### config.mk
export PLATFORM = sky130hd
export DESIGN_NAME = pipe_stage_reg
export DESIGN_NICKNAME = d
export VERILOG_FILES = /design/src/rtl/pipe_stage_reg.sv
export SDC_FILE = /design/constraint.sdc
export NUM_CORES = 1
export LEC_CHECK = 0
export ABC_AREA = 1
export ABC_CLOCK_PERIOD_IN_PS = 1800
export BUFFER_PORTS_ARGS = -buffer_cell sky130_fd_sc_hd__buf_2
export CAP_MARGIN = 20
export CORE_AREA = 3 3 118 120
export CTS_BUF_LIST = sky130_fd_sc_hd__clkbuf_2
export DETAILED_ROUTE_END_ITERATION = 10
export DIE_AREA = 0 0 121 123
export GPL_TIMING_DRIVEN = 1
export PLACE_DENSITY = 0.66
export SLEW_MARGIN = 0
export SYNTH_ARGS = -nofsm -noshare
export SYNTH_HDL_FRONTEND = slang
export SYNTH_SLANG_ARGS = --single-unit
export TNS_END_PERCENT = 1
### constraint.sdc
create_clock -name clk -period 1.8 [get_ports clk]
set_input_delay 0.54 -clock clk [delete_from_list [all_inputs] [get_ports clk]]
set_output_delay 0.54 -clock clk [all_outputs]
set_load 0.02 [all_outputs]
### src/rtl/pipe_stage_reg.sv
// Elastic valid/ready pipeline-stage register with synchronous flush; 1-cycle latency.
// Define PIPE_STAGE_SKID_EN for the two-entry skid buffer (registered in_ready), else in_ready = out_ready | ~out_valid.
module pipe_stage_reg #(
  parameter int unsigned      WIDTH  = 96,
  parameter logic [WIDTH-1:0] BUBBLE = '0
) (
  input  logic             clk,
  input  logic             reset,
  input  logic             flush,
  input  logic             in_valid,
  output logic             in_ready,
  input  logic [WIDTH-1:0] in_data,
  output logic             out_valid,
  input  logic             out_ready,
  output logic [WIDTH-1:0] out_data,
  output logic [1:0]       count
);

  localparam logic [1:0] ST_EMPTY = 2'd0;
  localparam logic [1:0] ST_ONE   = 2'd1;

  // State encoding doubles as the held-entry count.
  logic [1:0]       r_state;
  logic [WIDTH-1:0] r_main;
  logic             r_out_valid;
  logic             w_accept;
  logic             w_fire;

  assign w_accept  = in_valid & in_ready;
  assign w_fire    = r_out_valid & out_ready;
  assign out_valid = r_out_valid;
  assign out_data  = r_out_valid ? r_main : BUBBLE;
  assign count     = r_state;

`ifdef PIPE_STAGE_SKID_EN
  localparam logic [1:0] ST_TWO = 2'd2;

  logic [WIDTH-1:0] r_skid;
  logic             r_in_ready;
  logic [1:0]       w_state_nxt;

  assign in_ready = r_in_ready;

  always_comb begin
    w_state_nxt = r_state;
    case (r_state)
      ST_EMPTY: if (w_accept) w_state_nxt = ST_ONE;
      ST_ONE: begin
        if (w_accept && !w_fire)      w_state_nxt = ST_TWO;
        else if (!w_accept && w_fire) w_state_nxt = ST_EMPTY;
      end
      ST_TWO:   if (w_fire) w_state_nxt = ST_ONE;
      default:  w_state_nxt = ST_EMPTY;
    endcase
  end

  always_ff @(posedge clk) begin
    if (reset || flush) begin
      r_state     <= ST_EMPTY;
      r_out_valid <= 1'b0;
      r_in_ready  <= 1'b1;
      r_main      <= BUBBLE;
      r_skid      <= BUBBLE;
    end else begin
      r_state     <= w_state_nxt;
      r_out_valid <= (w_state_nxt != ST_EMPTY);
      r_in_ready  <= (w_state_nxt != ST_TWO);
      if (r_state == ST_TWO) begin
        if (w_fire) r_main <= r_skid;
      end else if (w_accept) begin
        // A simultaneous fire frees main, so the new payload bypasses skid.
        if (r_state == ST_EMPTY || w_fire) r_main <= in_data;
        else                               r_skid <= in_data;
      end
    end
  end
`else
  assign in_ready = out_ready | ~r_out_valid;

  always_ff @(posedge clk) begin
    if (reset || flush) begin
      r_state     <= ST_EMPTY;
      r_out_valid <= 1'b0;
      r_main      <= BUBBLE;
    end else if (w_accept) begin
      r_state     <= ST_ONE;
      r_out_valid <= 1'b1;
      r_main      <= in_data;
    end else if (w_fire) begin
      r_state     <= ST_EMPTY;
      r_out_valid <= 1'b0;
    end
  end
`endif

endmodule

==> impl_metrics.env <==
export IMPL_io_buffer_count=199
export IMPL_cts_root_buf="clkbuf_2"
export IMPL_antenna_found_initial=1
export IMPL_slew_viol_final=0
export IMPL_r2r_setup_slack_ns=0.22
export IMPL_cts_tree="yes"
export IMPL_grt_overflow=0
export IMPL_core_area_um2=13100
export IMPL_finalCritPeriodShare=1.18
export IMPL_grtUsageTotal=0.182
export IMPL_clock_path_buffers=2
export IMPL_grt_pass1_wl_mm=22.3
export IMPL_synth_fp_nets=941
export IMPL_via_per_inst=4.45
export IMPL_outcome="finished, violations left"
export IMPL_cts_sinks=97
export IMPL_grt_max_degree=99
export IMPL_insertedDiodeCount=0
export IMPL_startpoint_type="flip-flop"
export IMPL_critPathKind="reg -> out"
export IMPL_place_congestion=0.759
export IMPL_fmax_mhz=469
export IMPL_synthCells=840
export IMPL_nets=1109
export IMPL_ys_ff_latch=97
export IMPL_start_util=0.391
export IMPL_critPathMaxFanout=7
export IMPL_yosys_warnings=0
export IMPL_hold_class="in -> reg"
export IMPL_fp_dieW_um=121
export IMPL_fin_tns_setup_ns=-26.54
export IMPL_netlist_cell_type_count=15
export IMPL_placed_area_um2=6180
export IMPL_vias=5287
export IMPL_htreeDepth=3
export IMPL_rsz0062_at_grt="yes"
export IMPL_grt_pass1_vias=4831
export IMPL_place_detailed_hpwl_mm=8.55
export IMPL_finalHoldViolCount=0
export IMPL_routed_wirelength_mm=14.4
export IMPL_power_mw=4.28
export IMPL_violations="setup timing"
export IMPL_syn_area_um2=5110
export IMPL_yosysSeqAreaShare=0.380
export IMPL_drt_iter0_drc=282
export IMPL_detail_route_antenna_nets=0
export IMPL_fin_crit_ns=2.13
export IMPL_dieArea_um2=14900
export IMPL_pre_cts_ws_ns=0.175
export IMPL_fin_skew_ns=0.0237
export IMPL_power_per_cell_area_nw_per_um2=595
export IMPL_first_pass_iters=6
export IMPL_endpoint_kind="output port"
export IMPL_drive_gt1_frac=0.326
export IMPL_setup_ws_ns=-0.332
export IMPL_maxCapViolCount=0
export IMPL_setup_viol=99
export IMPL_cp_arrival_ns=1.59
export IMPL_leakage_nw=4.20
export IMPL_cts_hold_buffers=0
export IMPL_max_vdd_ir_drop_v=0.000291
export IMPL_clk_latency_ns=0.57
export IMPL_dp_cells=1164
export IMPL_rows=42
export IMPL_io_pins=201
export IMPL_numCtsBuffers=9
export IMPL_fp_dieH_um=123
export IMPL_critPathRequiredTime_ns=1.26
export IMPL_drc_errors=0
export IMPL_fillers=1325
export IMPL_clkSlewWorstSetupHoldPaths_ns=0.26
export IMPL_area_delta_synth_final_pct=40.8
export IMPL_design_area_um2=7200
export IMPL_syn_area_per_cell_um2=6.08
export IMPL_wire_per_inst_um=12.1
export IMPL_stdcell_count=1189
-- final timing paths --
kind | start | to | cells after the start
max | out_valid | in_ready | 4
min | flush | out_valid | 2
max reg2reg | out_valid | r_main[37] | 7
min reg2reg | r_main[89] | r_main[89] | 2
-- metal layers --
metal / GRT usage / part of all wire
met3: 0.0425 / 0.068
met1: 0.233 / 0.45
met5: 0 / 0.00076
met4: 0.0637 / 0.017
met2: 0.302 / 0.46
-- state kept, by name, summed over array words and instances (netlist names) --
| register | count |
|---|---|
| r_main | 96 |
| out_valid | 1 |
-- Yosys cell counts --
library cell / n / area share
nand2_2: 1 / 0.0012
buf_4: 22 / 0.032
inv_1: 193 / 0.14
buf_2: 28 / 0.027
a21oi_1: 97 / 0.095
nand2_1: 192 / 0.14
buf_6: 2 / 0.0044
dfxtp_1: 97 / 0.38
conb_1: 1 / 0.00073
nor2_2: 1 / 0.0012
clkbuf_1: 8 / 0.0059
nor2_1: 96 / 0.071
nand3_1: 96 / 0.094
nor3_1: 1 / 0.00098
buf_1: 5 / 0.0037
-- what timing repair did --
| item | in CTS | in global routing |
|---|---|---|
| endpoints found under the setup margin | 99 | 99 |
| pin swaps | 1 | 0 |
| gates cloned | 3 | 4 |
| setup buffers | 3 | 0 |
| gates resized for setup | 193 | 97 |
-- cell families (layout without fill, tap and decap cells) --
| kind of cell | Yosys count | after routing | synth area share |
|---|---|---|---|
| flops | 97 | 97 | 0.380 |
| buf+inv | 258 | 431 | 0.215 |
| other cells | 1 | 1 | 0.000734 |
| simple gates | 387 | 387 | 0.309 |
| compound gates | 97 | 97 | 0.0950 |
-- cell usage in the layout (no fill, tap or decap), types with 3 or more instances in the layout --
cell / n
clkbuf_16: 3
buf_2: 99
nand2_1: 166
buf_6: 95
nand3_1: 96
clkbuf_2: 10
buf_12: 9
inv_2: 62
nand2_2: 24
a21oi_1: 97
nor2_1: 96
buf_4: 12
dfxtp_1: 96
buf_16: 3
clkinv_2: 3
inv_1: 130
-- final cells by class --
class                      count  area, um^2  share of cell area
timing repair buffer         222        2010               0.279
clock buffer                  10        50.0             0.00696
clock inverter                 6        82.6              0.0115
sequential                    97        1950               0.270
tap                          176         220              0.0306
multi-input combinational    485        2160               0.300
inverter                     193         727               0.101
-- stage by stage --
step / hold slack [ns] / util
3_5_place_dp: 0.467 / 0.473
2_1_floorplan: 0.451 / -
3_3_place_gp: 0.458 / 0.473
6_report: 0.120 / 0.550
4_1_cts: 0.0509 / 0.534
5_1_grt: 0.0413 / 0.550
-- report_power, final --
| part | internal (mW) | switching (mW) | total (mW) |
|---|---|---|---|
| Combinational | 0.357 | 0.426 | 0.782 |
| Clock | 0.457 | 0.741 | 1.20 |
| Sequential | 2.25 | 0.0539 | 2.30 |
| Total | 3.06 | 1.22 | 4.28 |
-- critical path: stages, from the launching register on --
cell and delay, ns:
dfxtp_4 0.48, buf_12 0.14, clkbuf_16 0.18, nand2_8 0.07, buf_6 0.14
Power figures use the tool's default switching activity.
